==> config.mk <==
export PLATFORM = sky130hd
export DESIGN_NAME = dec_scan_ctrl
export DESIGN_NICKNAME = d
export VERILOG_FILES = /design/src/rtl/dec_scan_ctrl.sv
export SDC_FILE = /design/constraint.sdc
export NUM_CORES = 1
export LEC_CHECK = 0
export BUFFER_PORTS_ARGS = -buffer_cell sky130_fd_sc_hd__buf_2
export CORE_MARGIN = 3
export CORE_UTILIZATION = 60
export DETAILED_ROUTE_END_ITERATION = 7
export GPL_ROUTABILITY_DRIVEN = 0
export PLACE_DENSITY = 0.85
export SETUP_SLACK_MARGIN = 0.2
export SYNTH_ARGS = -nofsm -noshare
export SYNTH_HDL_FRONTEND = slang
export SYNTH_SLANG_ARGS = --single-unit
==> constraint.sdc <==
create_clock -name clk -period 4.3 [get_ports clk]
set_clock_uncertainty 0.2 [all_clocks]
set_input_delay 0.215 -clock clk [delete_from_list [all_inputs] [get_ports clk]]
set_output_delay 0.215 -clock clk [all_outputs]
set_load 0.02 [all_outputs]
==> src/rtl/dec_scan_ctrl.sv <==
// Scan controller for a downstream dec2to4: walks the masked channels, holds each
// one for a programmable dwell and leaves a blanking gap (en low) between channels.
module dec_scan_ctrl #(
    parameter int DIV_W     = 16,
    parameter int BLANK_CYC = 2
) (
    input  logic             clk,
    input  logic             rst_n,
    input  logic             run,
    input  logic [3:0]       mask,
    input  logic [DIV_W-1:0] div,
    output logic [1:0]       a,
    output logic             en,
    output logic             wrap,
    output logic             busy
);

    typedef enum logic [1:0] {
        IDLE,
        BLANK,
        ACTIVE
    } state_e;

    localparam int BW = (BLANK_CYC > 1) ? $clog2(BLANK_CYC) : 1;
    localparam logic [BW-1:0] BLANK_LOAD = (BLANK_CYC > 0) ? BW'(BLANK_CYC - 1) : '0;

    state_e           state_q, state_d;
    logic [1:0]       a_q, a_d;
    logic             en_q, en_d;
    logic             wrap_q, wrap_d;
    logic             busy_q, busy_d;
    logic [BW-1:0]    blank_q, blank_d;
    logic [DIV_W-1:0] dwell_q, dwell_d;
    logic             select;

    function automatic logic [1:0] lowest_set(input logic [3:0] m);
        logic [1:0] r;
        logic       found;
        r     = '0;
        found = 1'b0;
        for (int unsigned i = 0; i < 4; i++) begin
            if (m[i] && !found) begin
                r     = 2'(i);
                found = 1'b1;
            end
        end
        return r;
    endfunction

    // Searches cur+1, cur+2, cur+3 and finally cur itself (modulo 4).
    function automatic logic [1:0] next_set(input logic [3:0] m, input logic [1:0] cur);
        logic [1:0] r;
        logic [1:0] idx;
        logic       found;
        r     = cur;
        found = 1'b0;
        for (int unsigned i = 1; i <= 4; i++) begin
            idx = cur + 2'(i);
            if (m[idx] && !found) begin
                r     = idx;
                found = 1'b1;
            end
        end
        return r;
    endfunction

    always_comb begin
        state_d = state_q;
        a_d     = a_q;
        en_d    = en_q;
        wrap_d  = 1'b0;
        busy_d  = busy_q;
        blank_d = blank_q;
        dwell_d = dwell_q;
        select  = 1'b0;

        if (!run) begin
            state_d = IDLE;
            en_d    = 1'b0;
            busy_d  = 1'b0;
            blank_d = '0;
            dwell_d = '0;
        end else begin
            case (state_q)
                IDLE: begin
                    if (mask != '0) begin
                        a_d    = lowest_set(mask);
                        select = 1'b1;
                    end
                end
                BLANK: begin
                    if (blank_q == '0) begin
                        state_d = ACTIVE;
                        en_d    = 1'b1;
                        dwell_d = div;
                    end else begin
                        blank_d = blank_q - 1'b1;
                    end
                end
                ACTIVE: begin
                    if (dwell_q == '0) begin
                        if (mask == '0) begin
                            state_d = IDLE;
                            en_d    = 1'b0;
                            busy_d  = 1'b0;
                        end else begin
                            a_d    = next_set(mask, a_q);
                            wrap_d = (next_set(mask, a_q) <= a_q);
                            select = 1'b1;
                        end
                    end else begin
                        dwell_d = dwell_q - 1'b1;
                    end
                end
                default: begin
                    state_d = IDLE;
                    en_d    = 1'b0;
                    busy_d  = 1'b0;
                end
            endcase

            // A selection enters the blanking gap, or skips straight to the dwell when there is none.
            if (select) begin
                busy_d = 1'b1;
                if (BLANK_CYC == 0) begin
                    state_d = ACTIVE;
                    en_d    = 1'b1;
                    dwell_d = div;
                end else begin
                    state_d = BLANK;
                    en_d    = 1'b0;
                    blank_d = BLANK_LOAD;
                end
            end
        end
    end

    always_ff @(posedge clk or negedge rst_n) begin
        if (!rst_n) begin
            state_q <= IDLE;
            a_q     <= '0;
            en_q    <= 1'b0;
            wrap_q  <= 1'b0;
            busy_q  <= 1'b0;
            blank_q <= '0;
            dwell_q <= '0;
        end else begin
            state_q <= state_d;
            a_q     <= a_d;
            en_q    <= en_d;
            wrap_q  <= wrap_d;
            busy_q  <= busy_d;
            blank_q <= blank_d;
            dwell_q <= dwell_d;
        end
    end

    assign a    = a_q;
    assign en   = en_q;
    assign wrap = wrap_q;
    assign busy = busy_q;

endmodule

; Word level (Yosys, flattened, before mapping)
; Index checks and enable logic that the tools add are counted.
; W data, S select, Z words.
[word_totals]
register_bits = 24
inputBits = 23
output_inout_bits = 5
wordCells = 133
[op_classes]
n_addsub = 5
n_lt_le_gt_ge = 5
n_eq_ne = 14
mux = 80
reduce_logical = 22
[op_table]
columns = op, count
row1 = $mux W1, 51
row2 = $mux W16, 3
row3 = $mux W2, 16
row4 = $pmux W16 S2, 1
row5 = $logic_not A16 Y1, 1
row6 = $sub A16 B1 Y16 const B, 1
row7 = $lt A2 B3 Y1 const B, 4
row8 = $ne A4 B4 Y1 const B, 3
row9 = $ne A3 B3 Y1 const B, 3
row10 = $bmux W1 S2, 4
row11 = $logic_and A1 B1 Y1, 6
row12 = $logic_not A1 Y1, 6
row13 = $ne A2 B2 Y1 const B, 3
row14 = $ne A3 B1 Y1 const B, 2
row15 = $pmux W2 S3, 1
row16 = $reduce_and A3 Y1, 2
row17 = $reduce_and A5 Y1, 1
row18 = $add A2 B2 Y2 const B, 2
row19 = $logic_not A4 Y1, 1
row20 = $pmux W1 S2, 2
row21 = $pmux W2 S2, 1
row22 = $reduce_and A4 Y1, 1
row23 = $reduce_bool A4 Y1, 1
row24 = $ne A3 B2 Y1 const B, 1
row25 = 9 further kinds, 9

; Longest topological paths before layout
; Gate-level depths: netlist of the first run.
[depth]
depth_word = 34
mapped_depth = 8
ltp_nobuf = 8

; Worst setup path after synthesis of the first run
; No wires, ideal clock.
[synth_path]
path_kind = reg-to-reg
start = register dwell_q[0]
end = register a_q[0] (netlist: a[0])
setup_time_ps = 128
arrival_ps = 1662
required_time_ps = 3972
path_slack_ps = 2310
stages_incl_launch_ff = 7
path_buffers = 0
period_less_slack_ps = 1990
cell_sequence = dfrtp_1 > inv_1 > ha_1 > nor3b_1 > nand4_2 > a21oi_2 > mux2_1
[synth_via]
elab_chain_cells = 3
[synth_rtl]
columns = item, line
row1 = start: declaration, 33  ; logic [DIV_W-1:0] dwell_q, dwell_d;
row2 = start signal: assignment, 154  ; dwell_q <= dwell_d;
row3 = $logic_not A16 Y1, 101  ; if (dwell_q == '0) begin
row4 = $ne A2 B2 Y1 (no line), --
row5 = $reduce_and A5 Y1 (no line), --
row6 = end signal: assignment, 141  ; a_q <= '0;
row7 = end signal: assignment, 149  ; a_q <= a_d;
row8 = end: declaration, 28  ; logic [1:0] a_q, a_d;
; No other way between the ends.
; A chain may end at the register's enable or synchronous reset.

; Final worst setup path of the first run
[layout_path]
start = register state_q[1]
end = register dwell_q[15]
[layout_via]
elab_chain_cells = 3
word_cells_on_any_way = 8
classes_between = eq/ne: 5 / mux: 2 / reduce/logical: 1
[layout_rtl]
columns = item, line
row1 = start: declaration, 27  ; state_e state_q, state_d;
row2 = start signal: assignment, 148  ; state_q <= state_d;
row3 = $eq A2 B2 Y1 or $eq A2 B1 Y1 (tied branches), 84  ; case (state_q)
row4 = "$ne A3 B1 Y1 (no line), or another cell as far along", --
row5 = $reduce_and A3 Y1 (no line) or $mux W16 (tied branches), --
; Parallel ways exist; a longest one is shown, timed or not.

==> flow_metrics.py, run 1 <==
metrics = {
    "critical_path": {
        "cp.depth": 5,
        "crit_chain": "nor2b_1 > nand2_1 > a21oi_1 > o21ai_0 > o21ai_0",
        "cp_data_arrival_time_ns": 2.68,
        "worst_path_fanout_max": 17,
        "cpMaxStageDelayCell": "sky130_fd_sc_hd__nor2b_1",
        "worst-setup-path-type": "reg -> reg",
        "crit_path_end_kind": "flip-flop",
        "worst-r2r-cell-count": 5,
        "reg_to_reg_end": "dwell_q[15]",
        "timing.critical_path.max_delay_family": "simple AND/OR/NAND/NOR gates",
        "critical_path.max_stage_delay_ns": 0.93,
        "regToRegSetupSlack_ns": 1.65,
        "crit-reg2reg-launch": "state_q[1]",
        "critPathRequiredTime_ns": 4.33,
        "critical_path.n_buffers_inverters": 0,
        "critical_path.startpoint_type": "flip-flop",
        "crit_path_frequent_cell": "sky130_fd_sc_hd__o21ai_0",
    },
    "detailed_routing": {
        "drc": 0,
        "dr.pass1.iters": 5,
        "wl_per_cell_um": 16.4,
        "dr_total_vias": 1661,
        "drt-vias-per-instance": 6.51,
        "dr.first_iter.drc_count": 131,
        "routed_wirelength_mm": 4.17,
        "antenna_left": 0,
    },
    "sta": {
        "rsz0062_at_grt": "no",
        "worst_margin_slew_ns": 1.17,
        "setup_slack_ns": 1.65,
        "maxClockFrequency_mhz": 378,
        "finalMaxSlewViolations": 0,
        "setup_viol": 0,
        "hold_viol": 1,
        "slew_headroom_pct": 22.1,
        "final.hold.worst_slack_ns": -0.00240,
        "finalCritPeriodShare_pct": 61.6,
        "tns_ns": 0,
        "finalWorstPathRequiredPeriod_ns": 2.65,
    },
    "floorplanning": {
        "die_width_um": 58.1,
        "floorplan.initialDensity_pct": 64.6,
        "top_level_ports": 28,
        "die-area_um2": 3380,
        "std_cell_rows": 18,
        "design.core.area_um2": 2520,
        "die_h_um": 58.1,
    },
    "job": {
        "cap_violations": 0,
    },
    "power_and_ir_drop": {
        "power.share.clock_pct": 8.1,
        "peak_ir_drop_on_the_vdd_network_v": 0.000508,
        "seq_power_share_pct": 32.5,
        "leak_nw": 0.838,
        "power.share.combinational_pct": 59.4,
        "pd_cells_nw_per_um2": 689,
        "switching_power_mw": 0.654,
        "internal_power_mw": 0.637,
        "netSwitchingFraction_pct": 50.7,
        "fin_total_pwr_mw": 1.29,
    },
    "logic_synthesis": {
        "main_combinational_cell_family_by_area_after_synthesis": "compound AO/OA/AOI/OAI gates",
        "syn_area_per_cell_um2": 8.45,
        "synth.area.mux_share_pct": 1.92,
        "synth-compound-area-share_pct": 29.2,
        "synth-adder-area-share_pct": 3.07,
        "ys_types": 45,
        "synth.yosys.warnings": 0,
        "number_of_synthesized_flops_with_an_enable_pin": 0,
        "synth_async_sr_flop_share_pct": 100,
        "seq_area_frac_synth_pct": 35.3,
        "synth-xor-area-share_pct": 0,
        "mappedNetlistNets": 220,
        "synth_ff_type": "sky130_fd_sc_hd__dfrtp_1",
        "total_of_flip_flops_plus_latches_after_synthesis": 23,
        "synth_area_um2": 1630,
        "post_synth_and_or_nand_nor_area_fraction_pct": 25.9,
        "postSynthCellCount": 193,
    },
    "cts": {
        "cts_hold_repair.buffers": 9,
        "post-cts-setup-buffer-count": 0,
        "cts_resized": 0,
        "clkTransAtPathRegs_ns": 0.14,
        "htree_num_levels": 1,
        "clock-root-buffer": "sky130_fd_sc_hd__clkbuf_4",
        "cts_made_buffers": 3,
        "ctsLongestPathBuffers": 2,
        "worst_skew_pair.late_latency_ns": 0.31,
        "tritoncts_clock_tree": "done",
        "sinks_on_clock_net": 23,
    },
    "cells_and_area": {
        "most_frequent_cells_in_the_layout": "sky130_fd_sc_hd__buf_2, sky130_fd_sc_hd__dfrtp_1, sky130_fd_sc_hd__a21oi_1, sky130_fd_sc_hd__o21ai_0, sky130_fd_sc_hd__nor2_1",
        "nets": 253,
        "diodes": 0,
        "final-seq-area_um2": 576,
        "final_common_cell": "sky130_fd_sc_hd__buf_2",
        "post_route_cells_drive_above_1_share_pct": 20.9,
        "fillerInstances": 175,
        "area_delta_synth_final_pct": 15.0,
        "multi_input_gate_area_in_the_final_layout_um2": 980,
    },
    "status": {
        "run_status": "complete, but fails checks",
        "failed_checks": "negative hold slack",
    },
    "min_path": {
        "min_delay_worst_endpoint": "dwell_q[8]",
        "holdCritPathClass": "in -> reg",
        "hold_sp": "div[8]",
        "cell_depth_of_the_worst_min_delay_path": 3,
    },
    "grt": {
        "grtUsageTotal_pct": 26.1,
        "grt_pass1_wl_mm": 6.87,
        "grt_start_max_net_pins": 25,
        "antenna_found_initial": 0,
        "grt_remaining_overflow": 0,
        "grt_pass1_vias": 1555,
    },
    "placement": {
        "io_buffers": 27,
        "hpwl_dp_mm": 2.88,
        "detailedPlace.worstSlack_ns": 1.73,
    },
}
-- flip-flops by register name (all words and copies together) (netlist names) --
name,cells
blank_q,1
busy,1
wrap,1
state_q,2
dwell_q,16
a,2
-- kinds of logic (layout without fill, tap and decap cells) --
family,count (synthesis),after routing
AO/OA/AOI/OAI,76,76
adder cells (fa/ha/maj),4,4
buffers and inverters,16,48
flip-flops,23,23
multiplexers,3,3
AND/OR/NAND/NOR,71,71
-- power groups by stage --
stage	clock [mW]	combinational, mW	sequential [mW]
3_3_place_gp	0	0.725	0.412
3_5_place_dp	0	0.747	0.421
2_1_floorplan	0	0.588	0.412
5_1_grt	0.114	0.857	0.431
6_report	0.105	0.766	0.420
4_1_cts	0.106	0.759	0.415
-- synthesized netlist by cell type (all sizes together), types with 5 or more instances --
cell | number | area, µm²
a21oi | 22 | 125
and3 | 5 | 31.3
clkbuf | 6 | 22.5
dfrtp | 23 | 576
inv | 8 | 30.0
nand2 | 9 | 36.3
nand2b | 5 | 31.3
nor2 | 17 | 63.8
nor3 | 10 | 50.1
nor4 | 7 | 73.8
o21ai | 34 | 200
o22ai | 5 | 31.3
-- how the worst max path moves through the flow --
stage	endpoint	slack, ns	start
final	dwell_q[15]	1.65	state_q[1]
after global routing	dwell_q[15]	1.39	state_q[1]
after CTS	dwell_q[15]	1.68	state_q[1]
after detailed placement	dwell_q[15]	1.73	state_q[1]
after global placement	dwell_q[7]	1.81	state_q[1]
after floorplan	a[0]	2.31	dwell_q[0]
-- metrics by stage --
stage / util [%] / cells / cell area (µm²)
after global placement: 69.7 / 242 / 1760
after detailed placement: 69.7 / 242 / 1760
after global routing: 74.3 / 255 / 1870
final: 74.3 / 255 / 1870
after CTS: 74.3 / 255 / 1870
after floorplan: - / 193 / 1630
-- tightest hold or removal path, stage by stage --
cell and delay, ns:
sky130_fd_sc_hd__buf_2 0.08, sky130_fd_sc_hd__a22oi_1 0.06, sky130_fd_sc_hd__o21ai_1 0.13
-- layout make-up --
cell class	count	share of cell area (%)
flip-flops and latches	23	30.7
multi-input cells	154	52.3
repair buffers	36	12.0
clock buffers	4	1.40
inverters	8	1.60
well taps	30	2.00
-- layer usage --
layer / part of all wire, % / routed length [µm] / GRT usage, %
met5: 0 / 0 / 0
met4: 2.0 / 84 / 10.6
met3: 6.5 / 271 / 3.12
met2: 49 / 2030 / 44.0
met1: 43 / 1790 / 33.8
(Power assumes the default switching activity.)
==> run 2, diff against run 1 <==
Settings changed: CORE_UTILIZATION 60 to 50, PLACE_DENSITY 0.85 to 0.75.
Clock period 4.3 ns to 2.28 ns, I/O delays scaled along.
==> run 2 against run 1 <==
Compared with the run above: the run now ends clean; routed wire length is 7.3% higher; core utilization fell by 5.9 points; fmax increased by 34%; count of clock-buffer cells in the layout down 1; total power up 110%; combinational power up 130%; global-route usage shrank 1.4 points; flip-flop and latch count unchanged; sequential share of layout area decreased by 3.2 points; critical path type unchanged.
==> flow_metrics.py, run 2 (same netlist as run 1, synthesis figures left out) <==
metrics = {
    "cells_and_area": {
        "final_common_cell": "sky130_fd_sc_hd__buf_2",
        "post_route_cells_drive_above_1_share_pct": 28.4,
        "max_ffs_per_register": 16,
        "nets": 271,
        "regMostFlops": "dwell_q",
        "final-seq-area_um2": 579,
        "area_delta_synth_final_pct": 29.2,
        "final_core_utilization_pct": 68.4,
        "multi_input_gate_area_in_the_final_layout_um2": 1020,
        "layout_cells_excl_fill": 287,
        "diodes": 0,
        "finalInstanceArea_um2": 2110,
        "fillerInstances": 270,
        "most_frequent_cells_in_the_layout": "sky130_fd_sc_hd__buf_2, sky130_fd_sc_hd__a21oi_1, sky130_fd_sc_hd__dfrtp_1, sky130_fd_sc_hd__o21ai_0, sky130_fd_sc_hd__dlygate4sd3_1",
    },
    "placement": {
        "hpwl_dp_mm": 3.12,
        "detailedPlace.worstSlack_ns": 0.0547,
        "place_inst": 264,
        "placedInstanceArea_um2": 1840,
        "io_buffers": 27,
    },
    "cts": {
        "sinks_on_clock_net": 23,
        "worst_skew_pair.late_latency_ns": 0.33,
        "cts_made_buffers": 3,
        "ctsLongestPathBuffers": 2,
        "tritoncts_clock_tree": "done",
        "clock-root-buffer": "sky130_fd_sc_hd__clkbuf_4",
        "clkTransAtPathRegs_ns": 0.15,
        "htree_num_levels": 1,
    },
    "sta": {
        "setup_viol": 0,
        "finalCritPeriodShare_pct": 86.8,
        "finalWorstPathRequiredPeriod_ns": 1.98,
        "setup_slack_ns": 0.300,
        "maxClockFrequency_mhz": 505,
        "final.hold.worst_slack_ns": 0.0174,
        "hold_viol": 0,
        "worst_margin_slew_ns": 0.561,
        "slew_headroom_pct": 62.6,
        "tns_ns": 0,
        "rsz0062_at_grt": "yes",
        "finalMaxSlewViolations": 0,
    },
    "critical_path": {
        "cpMaxStageDelayCell": "sky130_fd_sc_hd__or4_4",
        "worst_path_fanout_max": 4,
        "cp_data_arrival_time_ns": 2.04,
        "crit_chain": "or4_4 > or2_1 > nor3_1 > a21oi_1 > o21ai_2",
        "crit_path_end_kind": "flip-flop",
        "worst-setup-path-type": "reg -> reg",
        "critical_path.startpoint_type": "flip-flop",
        "critPathRequiredTime_ns": 2.34,
        "critical_path.max_stage_delay_ns": 0.60,
    },
    "detailed_routing": {
        "antenna_left": 0,
        "wl_per_cell_um": 15.6,
        "dr_total_vias": 1686,
        "routed_wirelength_mm": 4.48,
        "drc": 0,
        "drt-vias-per-instance": 5.87,
        "dr.pass1.iters": 4,
        "dr.first_iter.drc_count": 122,
    },
    "power_and_ir_drop": {
        "leak_nw": 0.935,
        "pd_cells_nw_per_um2": 1310,
        "fin_total_pwr_mw": 2.75,
        "peak_ir_drop_on_the_vdd_network_v": 0.000679,
    },
    "grt": {
        "grtUsageTotal_pct": 24.6,
        "grt_start_max_net_pins": 24,
        "use_met3_pct": 3.57,
        "met1_usage_pct": 30.1,
        "use_met2_pct": 44.4,
        "grt_remaining_overflow": 0,
        "antenna_found_initial": 0,
        "grt_pass1_vias": 1765,
        "grt_pass1_wl_mm": 7.98,
        "globalRoute.busiestLayer": "met2",
    },
    "floorplanning": {
        "die_h_um": 63.1,
        "top_level_ports": 28,
        "die-area_um2": 3980,
        "die_width_um": 63.1,
        "design.core.area_um2": 3080,
        "floorplan.initialDensity_pct": 53.0,
        "std_cell_rows": 20,
    },
    "min_path": {
        "holdCritPathClass": "in -> reg",
    },
    "job": {
        "cap_violations": 0,
    },
    "status": {
        "run_status": "finished clean",
    },
}
[run 2: cell types whose count changed in the layout (fill, tap and decap cells not counted), sizes merged]
cell / delta
clkinv: +1
clkbuf: -1
dlygate4sd3: +7
buf: +11
[run 2: cell type report]
cell class              count  share of cell area (%)
multi-input cells         154                    48.6
repair buffers             54                    18.5
inverters                   8                    1.43
clock buffers               3                    1.07
clock inverters             1                   0.238
well taps                  44                    2.61
flip-flops and latches     23                    27.5
[run 2: layer usage]
layer  up-vias  wire length, µm
met5         -                0
met1       806             1930
li1        817                -
met2        55             2240
met3         8              234
met4         0               71
[run 2: worst paths after layout]
check | start | end | slack (ns) | depth (start not counted)
max | dwell_q[6] | dwell_q[12] | 0.30 | 5
min | div[5] | dwell_q[5] | 0.02 | 4
max reg2reg | dwell_q[6] | dwell_q[12] | 0.30 | 5
min reg2reg | dwell_q[1] | dwell_q[1] | 0.35 | 2
max in group asynchronous | rst_n | a[0] | 1.37 | 2
min in group asynchronous | rst_n | dwell_q[10] | 0.10 | 2
[run 2: critical path: cells and delay by family (launching register included)]
kind	cells	cell delay, ns
AO/OA/AOI/OAI	2	0.19
AND/OR/NAND/NOR	3	1.06
flip-flops	1	0.46
[run 2: power breakdown]
group / internal [mW] / leakage [nW] / switching [mW]
registers: 0.566 / 0.301 / 0.235
clock network: 0.0660 / 0.0177 / 0.141
logic: 0.761 / 0.616 / 0.979
total: 1.39 / 0.935 / 1.36
[run 2: repair_timing]
| item | in CTS | in global routing |
|---|---|---|
| setup endpoints to repair | 18 | 21 |
| hold buffers | 16 | 0 |
| hold endpoints to repair | 39 | 0 |
| buffers inserted | 3 | 0 |
| pin swaps | 2 | 0 |
| gates resized for setup | 2 | 11 |
